$ cat src/rtl/clz_seq_pkg.sv
// Shared types and sizing helpers for the sequential leading-zero controller.
package clz_seq_pkg;

    localparam int unsigned STATE_W = 2;

    typedef enum logic [STATE_W-1:0] {
        CLZ_SEQ_IDLE = 2'd0,
        CLZ_SEQ_SCAN = 2'd1,
        CLZ_SEQ_DONE = 2'd2
    } clz_seq_state_e;

    function automatic int unsigned clz_seq_num_chunks(input int unsigned data_w,
                                                       input int unsigned chunk_w);
        return data_w / chunk_w;
    endfunction

    // Chunk index width; a single-chunk build still keeps a 1-bit index.
    function automatic int unsigned clz_seq_idx_w(input int unsigned num_chunks);
        return (num_chunks > 1) ? $clog2(num_chunks) : 1;
    endfunction

endpackage

$ cat src/rtl/clz_seq_ctrl_clz.sv
// Narrow combinational leading-zero counter shared by the sequential controller.
// Output is meaningless for an all-zero input; callers detect that separately.
module clz #(
    parameter int unsigned DATA_W = 16,
    parameter int unsigned OUT_W  = 4
) (
    input  logic [DATA_W-1:0] data,
    output logic [OUT_W-1:0]  count_c
);

    // Scan LSB upward so the highest set bit wins the last assignment.
    always_comb begin
        count_c = '0;
        for (int unsigned i = 0; i < DATA_W; i++) begin
            if (data[i]) begin
                count_c = OUT_W'(DATA_W - 1 - i);
            end
        end
    end

endmodule

$ cat src/rtl/clz_seq_ctrl.sv
// Wide leading-zero count by time-sharing one narrow clz over chunks, MSB chunk first.
// Optional macro CLZ_SEQ_EARLY_EXIT_EN: stop scanning at the first nonzero chunk.
module clz_seq_ctrl
    import clz_seq_pkg::*;
#(
    parameter int unsigned  DATA_W  = 64,
    parameter int unsigned  CHUNK_W = 16,
    localparam int unsigned CNT_W   = $clog2(DATA_W) + 1
) (
    input  logic              clk_i,
    input  logic              rst_i,
    input  logic              valid_i,
    output logic              ready_o,
    input  logic [DATA_W-1:0] data_i,
    output logic              valid_o,
    input  logic              ready_i,
    output logic [CNT_W-1:0]  count_o,
    output logic              zero_o
);

    localparam int unsigned NUM_CHUNKS = clz_seq_num_chunks(DATA_W, CHUNK_W);
    localparam int unsigned IDX_W      = clz_seq_idx_w(NUM_CHUNKS);
    localparam int unsigned CLZ_W      = $clog2(CHUNK_W);

    clz_seq_state_e    state, state_nxt;
    logic [IDX_W-1:0]  idx, idx_nxt;
    logic [DATA_W-1:0] operand, operand_nxt;
    logic              valid_nxt;
    logic [CNT_W-1:0]  count_nxt;
    logic              zero_nxt;

    logic [CHUNK_W-1:0] chunk;
    logic [CLZ_W-1:0]   chunk_lz;
    logic               chunk_nz;
    logic               last_chunk;
    logic [CNT_W-1:0]   chunk_cnt;

`ifndef CLZ_SEQ_EARLY_EXIT_EN
    logic             found, found_nxt;
    logic [CNT_W-1:0] pend, pend_nxt;
`endif

    // Chunk index 0 is the most significant CHUNK_W bits of the operand.
    always_comb begin
        chunk = '0;
        for (int unsigned c = 0; c < NUM_CHUNKS; c++) begin
            if (idx == IDX_W'(c)) begin
                chunk = operand[DATA_W-1-c*CHUNK_W -: CHUNK_W];
            end
        end
    end

    clz #(
        .DATA_W (CHUNK_W),
        .OUT_W  (CLZ_W)
    ) u_clz (
        .data    (chunk),
        .count_c (chunk_lz)
    );

    assign chunk_nz   = |chunk;
    assign last_chunk = (idx == IDX_W'(NUM_CHUNKS - 1));
    assign chunk_cnt  = CNT_W'(idx) * CNT_W'(CHUNK_W) + CNT_W'(chunk_lz);
    assign ready_o    = (state == CLZ_SEQ_IDLE);

    // Next-state and result-register logic.
    always_comb begin
        state_nxt   = state;
        idx_nxt     = idx;
        operand_nxt = operand;
        valid_nxt   = valid_o;
        count_nxt   = count_o;
        zero_nxt    = zero_o;
`ifndef CLZ_SEQ_EARLY_EXIT_EN
        found_nxt   = found;
        pend_nxt    = pend;
`endif

        case (state)
            CLZ_SEQ_IDLE: begin
                if (valid_i) begin
                    operand_nxt = data_i;
                    idx_nxt     = '0;
                    state_nxt   = CLZ_SEQ_SCAN;
`ifndef CLZ_SEQ_EARLY_EXIT_EN
                    found_nxt   = 1'b0;
`endif
                end
            end

            CLZ_SEQ_SCAN: begin
`ifdef CLZ_SEQ_EARLY_EXIT_EN
                if (chunk_nz) begin
                    count_nxt = chunk_cnt;
                    zero_nxt  = 1'b0;
                    valid_nxt = 1'b1;
                    state_nxt = CLZ_SEQ_DONE;
                end else if (last_chunk) begin
                    count_nxt = CNT_W'(DATA_W);
                    zero_nxt  = 1'b1;
                    valid_nxt = 1'b1;
                    state_nxt = CLZ_SEQ_DONE;
                end else begin
                    idx_nxt = idx + IDX_W'(1);
                end
`else
                // Only the first nonzero chunk is kept; the scan length stays fixed.
                if (chunk_nz && !found) begin
                    found_nxt = 1'b1;
                    pend_nxt  = chunk_cnt;
                end
                if (last_chunk) begin
                    valid_nxt = 1'b1;
                    state_nxt = CLZ_SEQ_DONE;
                    if (found) begin
                        count_nxt = pend;
                        zero_nxt  = 1'b0;
                    end else if (chunk_nz) begin
                        count_nxt = chunk_cnt;
                        zero_nxt  = 1'b0;
                    end else begin
                        count_nxt = CNT_W'(DATA_W);
                        zero_nxt  = 1'b1;
                    end
                end else begin
                    idx_nxt = idx + IDX_W'(1);
                end
`endif
            end

            CLZ_SEQ_DONE: begin
                if (ready_i) begin
                    valid_nxt = 1'b0;
                    state_nxt = CLZ_SEQ_IDLE;
                end
            end

            default: begin
                state_nxt = CLZ_SEQ_IDLE;
                valid_nxt = 1'b0;
            end
        endcase
    end

    always_ff @(posedge clk_i) begin
        if (rst_i) begin
            state   <= CLZ_SEQ_IDLE;
            idx     <= '0;
            operand <= '0;
            valid_o <= 1'b0;
            count_o <= '0;
            zero_o  <= 1'b0;
`ifndef CLZ_SEQ_EARLY_EXIT_EN
            found   <= 1'b0;
            pend    <= '0;
`endif
        end else begin
            state   <= state_nxt;
            idx     <= idx_nxt;
            operand <= operand_nxt;
            valid_o <= valid_nxt;
            count_o <= count_nxt;
            zero_o  <= zero_nxt;
`ifndef CLZ_SEQ_EARLY_EXIT_EN
            found   <= found_nxt;
            pend    <= pend_nxt;
`endif
        end
    end

endmodule
$ cat config.mk
export PLATFORM = sky130hd
export DESIGN_NAME = clz_seq_ctrl
export DESIGN_NICKNAME = d
export VERILOG_FILES = /design/src/rtl/clz_seq_pkg.sv /design/src/rtl/clz_seq_ctrl_clz.sv /design/src/rtl/clz_seq_ctrl.sv
export SDC_FILE = /design/constraint.sdc
export NUM_CORES = 1
export LEC_CHECK = 0
export ABC_AREA = 1
export CAP_MARGIN = 10
export CORE_ASPECT_RATIO = 0.7
export CORE_MARGIN = 2
export CORE_UTILIZATION = 55
export CTS_BUF_LIST = sky130_fd_sc_hd__clkbuf_4 sky130_fd_sc_hd__clkbuf_8 sky130_fd_sc_hd__clkbuf_16
export DETAILED_ROUTE_END_ITERATION = 10
export PLACE_DENSITY = 0.85
export SLEW_MARGIN = 15
export SYNTH_ARGS = -nofsm -noshare
export SYNTH_HDL_FRONTEND = slang
export SYNTH_SLANG_ARGS = --single-unit
$ cat constraint.sdc
create_clock -name clk_i -period 5.7 [get_ports clk_i]
set_input_delay 1.14 -clock clk_i [delete_from_list [all_inputs] [get_ports clk_i]]
set_output_delay 1.14 -clock clk_i [all_outputs]
set_load 0.03 [all_outputs]
==> results of run 1 <==
cells by family after synthesis:
| group | after synthesis | share of synthesized area |
|---|---|---|
| adder cells (fa/ha/maj) | 4 | 0.0136 |
| flip-flops | 83 | 0.451 |
| AO/OA/AOI/OAI | 156 | 0.233 |
| AND/OR/NAND/NOR | 215 | 0.243 |
| buffers and inverters | 49 | 0.0604 |
tightest hold or removal path: cells and delay by family (launching register included):
| family | cells | cell delay, ns |
|---|---|---|
| compound gates | 1 | 0.05 |
| flops | 1 | 0.31 |
| simple gates | 1 | 0.06 |
how the worst min path moves through the flow:
stage / cells past startpoint / endpoint / startpoint
6_report: 2 / pend[4] / pend[4]
5_1_grt: 2 / pend[4] / pend[4]
4_1_cts: 2 / pend[4] / pend[4]
3_5_place_dp: 2 / pend[4] / pend[4]
3_3_place_gp: 2 / pend[3] / pend[3]
2_1_floorplan: 2 / operand[18] / operand[18]
metal layers:
layer | GRT usage | vias up
met3 | 0.0694 | 11
met5 | 0 | -
met4 | 0.0667 | 0
met1 | 0.404 | 1620
met2 | 0.410 | 134
li1 | - | 1783
power by group:
part	total (W)	internal, W	switching (W)
sequential	0.000663	0.000627	0.0000359
combinational	0.000329	0.000134	0.000195
clock	0.000462	0.000255	0.000206
total	0.00145	0.00102	0.000438
final cells by class:
cell class	count	area share
tap	91	0.0245
multi-input combinational	375	0.388
inverter	16	0.0135
clock inverter	5	0.0167
timing repair buffer	79	0.169
clock buffer	11	0.0299
sequential	83	0.358
flip-flops by register name, indices dropped and copies added (netlist names):
register  count
state         2
pend          6
found         1
operand      64
zero_o        1
count_o       6
idx           2
valid_o       1
placed cells by master (no fill, tap or decap), types with 5 or more instances in the layout:
cell type	netlist	routed
a21oi_1	38	38
a22oi_1	7	7
clkbuf_8	0	9
clkdlybuf4s50_1	0	77
dfxtp_1	83	83
inv_1	12	12
nand2_1	52	52
nand3_1	5	5
nor2_1	146	146
o21ai_0	78	78
o21ai_1	19	19
metrics by stage:
stage	area [um2]	setup WS, ns	hold WS [ns]	std cells
6_report	4640	2.59	0.469	660
5_1_grt	4640	2.25	0.496	660
4_1_cts	4640	2.59	0.471	660
3_5_place_dp	4430	2.34	0.458	644
3_3_place_gp	4430	2.40	0.441	644
2_1_floorplan	3690	3.51	0.430	507
==> flow_summary_export.csv, run 1 <==
group,metric,value,unit
setup_path,path_class,"flop to flop",
sta,hold_violations,0,
logic_synthesis,synth_cells,507,
sta,drv_slew,0,
setup_path,critical_path.endpoint,"pend[0]",
power_and_ir_drop,power_density,313,nW/um2
setup_path,critical_path.startpoint_type,"flop",
route,drt-initial-drc-count,273,
setup_path,rr_startpoint,"idx[1]",
setup_path,critPathRequiredTime,5.95,ns
clock_tree,htree_num_levels,3,
clock_tree,clock-root-buffer,"clkbuf_8",
logic_synthesis,synth_cell_type_count,33,
placement,routabilityCongestion,0.915,
logic_synthesis,synthFlopType,"dfxtp_1",
setup_path,path_delay_family,"simple AND/OR/NAND/NOR gates",
route,routed_via_density,5.38,
power_and_ir_drop,peakVddDrop,184,uV
sta,worst_pin_slew,1.04,ns
floorplan,die_y,72.5,um
sta,fin_setup_tns,0,ns
setup_path,worstPathMaxFanout,18,
clock_tree,tritoncts,"yes",
setup_path,cp.depth,15,
power_and_ir_drop,power.leakage,1.88,nW
sta,finalSetupViolCount,0,
sta,timing.fmax,321,MHz
finish,fin_nets,636,
floorplan,start_util,0.579,
logic_synthesis,synth_most_common_cell,"nor2_1",
min_path,min_path_type,"flop to flop",
sta,rsz0062_at_grt,"false",
logic_synthesis,syn_avg_cell_area,7.27,um2
logic_synthesis,synth_top_area_frac,0.451,
global_routing,antenna_found_initial,0,
route,dr_wl_met2,4060,um
logic_synthesis,synth_top_cells_by_count,"nor2_1, dfxtp_1, o21ai_0",
sta,min_period,3.11,ns
logic_synthesis,seq_area_frac_synth,0.451,
sta,fin_worst_skew,0.00639,ns
run_status,status,"finished, final reports clean",
clock_tree,cts_resized,0,
route,highest_layer,"met4",
route,vias,3548,
clock_tree,clockBufferDepth,2,
route,routed_wl,9560,um
logic_synthesis,yosysWarnings,0,
logic_synthesis,yosysTopAreaCell,"dfxtp_1",
clock_tree,cts.sinks,83,
logic_synthesis,synthTopCellsByArea,"dfxtp_1, nor2_1, o21ai_0, nand2_1, a21oi_1",
logic_synthesis,syn-cell-area,3690,um2
setup_path,worstReg2RegEnd,"pend[0]",
power_and_ir_drop,total_power,0.00145,W
floorplan,fp.dieArea,7380,um2
job,maxCapViolCount,0,
setup_path,worstPathCellList,"inv_1 -> ha_1 -> nor2_8 -> a22oi_1 -> o21ai_0 -> o21ai_1 -> nand2_1 -> nor2_2 -> nand2_1 -> nor2_4 -> nor2_8 -> nand2_8 -> inv_4 -> o21ai_1 -> a21oi_2",
global_routing,grt_pass1_vias,3359,
finish,syn2layout_area_growth,25.9,%
logic_synthesis,synth-edff-count,0,
clock_tree,clkSlewWorstSetupHoldPaths,0.08,ns
setup_path,cp-end-kind,"flop",
route,met3WireLength,851,um
setup_path,regToRegSetupSlack,2.59,ns
finish,regArea,1660,um2
clock_tree,cts_setup_buffers,0,
logic_synthesis,syn_nets,579,
logic_synthesis,synthArstFlopShare,0,
setup_path,crit_slowest_cell,"ha_1",
floorplan,ios,78,
clock_tree,cts_buffers,9,
setup_path,worst-r2r-cell-count,15,
sta,slew_headroom,0.307,
placement,portBuffers,77,
finish,drive_above_1_share,0.0721,
floorplan,core,6370,um2
finish,fill_cells,519,
global_routing,grt_max_degree,68,
sta,period_share,0.546,
route,firstDrtPassIters,5,
setup_path,arrival,3.36,ns
global_routing,grt_first_pass_wirelength,15800,um
setup_path,path_buf_inv,2,
finish,antenna_cells,0,
global_routing,track_usage,0.276,
clock_tree,clk_latency,0.36,ns
route,wl_met1,4560,um
logic_synthesis,ys_ff_latch,83,
setup_path,cp-startpoint,"idx[1]",
route,wl_per_cell,14.5,um
finish,multiInputGateArea,1800,um2
placement,hpwlAfterDp,6850,um
clock_tree,postCtsHoldBufs,0,
global_routing,grt-ovfl-total,0,
route,ant_nets,0,
route,drc,0,
finish,fin_util,0.729,
setup_path,max_stage_delay,0.73,ns
floorplan,die_x,102,um
floorplan,rows,24,
Power figures use the tool's default switching activity.
==> inputs of run 2 (changes only) <==
- CORE_UTILIZATION: 55 -> 51
- PLACE_DENSITY: 0.85 -> 0.8
- clock period: 5.7 -> 3.2 ns (I/O delays scaled with it)
==> run 2 against run 1 <==
  * Sequential power rose by 78%
  * Cell area is essentially flat
  * Routed wire length grew 1.2%
  * Hold slack lost 0.0028 ns
  * Sequential share of layout area is essentially flat
  * Final cell count rose by 1.1%
  * Largest power group unchanged
==> flow_summary_export.csv, run 2 (same netlist as run 1, synthesis figures left out) <==
group,metric,value,unit
run_status,status,"finished, final reports clean",
finish,syn2layout_area_growth,25.9,%
floorplan,start_util,0.536,
clock_tree,clkSlewWorstSetupHoldPaths,0.09,ns
sta,slew_headroom,0.367,
setup_path,path_buf_inv,2,
min_path,min_path_type,"flop to flop",
finish,fin_util,0.674,
finish,largest_reg_flops,64,
finish,largest_register,"operand",
route,ant_nets,0,
finish,fin_nets,641,
power_and_ir_drop,peakVddDrop,257,uV
clock_tree,cts.sinks,83,
clock_tree,tritoncts,"yes",
floorplan,ios,78,
global_routing,grt_pass1_vias,3244,
setup_path,path_class,"flop to flop",
setup_path,cp.depth,13,
finish,final_common_cell,"nor2_1",
floorplan,die_y,75.1,um
setup_path,path_delay_family,"adder cells",
setup_path,arrival,3.07,ns
clock_tree,clk_latency,0.36,ns
global_routing,grt-ovfl-total,0,
sta,rsz0062_at_grt,"false",
global_routing,antenna_found_initial,0,
sta,drv_slew,0,
job,maxCapViolCount,0,
route,firstDrtPassIters,5,
setup_path,worst-r2r-cell-count,13,
floorplan,die_x,106,um
clock_tree,htree_num_levels,3,
power_and_ir_drop,power_density,526,nW/um2
finish,fill_cells,593,
sta,finalSetupViolCount,0,
setup_path,max_stage_delay,0.80,ns
floorplan,fp.dieArea,7930,um2
finish,drive_above_1_share,0.0785,
setup_path,worstPathCellList,"inv_1 -> ha_1 -> a21oi_1 -> a21boi_0 -> nand2_1 -> nor2_2 -> nand2_2 -> nor2_4 -> nor2_8 -> nand2_8 -> inv_4 -> o21ai_1 -> a21oi_2",
floorplan,core,6880,um2
clock_tree,cts_setup_buffers,0,
finish,biggestRegsByFlops,"operand x64, count_o x6, pend x6",
finish,layout.cells.most_common_list,"nor2_1, dfxtp_1, o21ai_0",
clock_tree,clock-root-buffer,"clkbuf_8",
global_routing,grt_max_degree,67,
setup_path,critical_path.startpoint_type,"flop",
route,drt-initial-drc-count,263,
sta,fin_worst_skew,0.0107,ns
global_routing,grt_first_pass_wirelength,15700,um
route,wl_per_cell,14.5,um
sta,fin_setup_tns,0,ns
clock_tree,cts_resized,0,
sta,min_period,2.81,ns
clock_tree,postCtsHoldBufs,0,
setup_path,worstPathMaxFanout,30,
setup_path,cp-end-kind,"flop",
finish,antenna_cells,0,
sta,worst_pin_slew,0.949,ns
clock_tree,cts_buffers,9,
placement,hpwlAfterDp,7150,um
route,routed_via_density,5.36,
sta,hold_violations,0,
setup_path,crit_slowest_cell,"ha_1",
global_routing,track_usage,0.257,
power_and_ir_drop,power.leakage,1.87,nW
setup_path,critPathRequiredTime,3.46,ns
floorplan,rows,25,
sta,period_share,0.880,
clock_tree,clockBufferDepth,2,
route,drc,0,
placement,portBuffers,77,
route,vias,3573,
sta,timing.fmax,355,MHz
placement,routabilityCongestion,0.933,
route,routed_wl,9670,um
min_path,min_path_cells,2,
-- run 2: changes by cell type in the layout (fill, tap and decap cells not counted) --
cell	before	now
clkinv_2	2	1
bufinv_16	2	0
buf_4	2	7
clkinvlp_4	1	3
clkbuf_8	9	10
clkbuf_4	2	1
-- run 2: report_power, final --
group / internal [W] / leakage, nW / total [W] / switching, W
Combinational: 0.000240 / 1.11 / 0.000581 / 0.000341
Sequential: 0.00112 / 0.685 / 0.00118 / 0.0000669
Clock: 0.000306 / 0.0809 / 0.000678 / 0.000372
-- run 2: metrics by stage --
stage	worst slack (ns)	cells	hold WS, ns	total power [W]	cell area (um2)
2_1_floorplan	1.01	507	0.430	0.00160	3690
3_3_place_gp	0.540	652	0.444	0.00176	4470
3_5_place_dp	0.434	652	0.453	0.00178	4470
4_1_cts	0.431	667	0.465	0.00244	4640
5_1_grt	0.0810	667	0.493	0.00257	4640
6_report	0.385	667	0.466	0.00244	4640
-- run 2: metal layers --
layer  share of wire  track usage
met1            0.49        0.372
met2            0.41        0.380
met3           0.083       0.0623
met4           0.015       0.0833
met5               0            0
-- run 2: area by class of cell --
type | count | area (um2) | area share
Inverter | 16 | 62.6 | 0.0135
Multi-Input combinational cell | 375 | 1800 | 0.388
Clock buffer | 11 | 145 | 0.0313
Timing Repair Buffer | 84 | 823 | 0.177
Clock inverter | 4 | 27.5 | 0.00593
Sequential cell | 83 | 1660 | 0.358
Tap cell | 94 | 118 | 0.0254
-- run 2: worst paths after layout --
path,start,to,slack (ns)
setup reg to reg,idx[0],pend[0],0.39
hold / removal,pend[3],pend[3],0.47
hold reg to reg,pend[3],pend[3],0.47
setup / recovery,idx[0],pend[0],0.39
-- run 2: worst min-delay path: stages (launching register included) --
cell	delay, ns
dfxtp_1	0.30
inv_1	0.06
a21oi_1	0.06
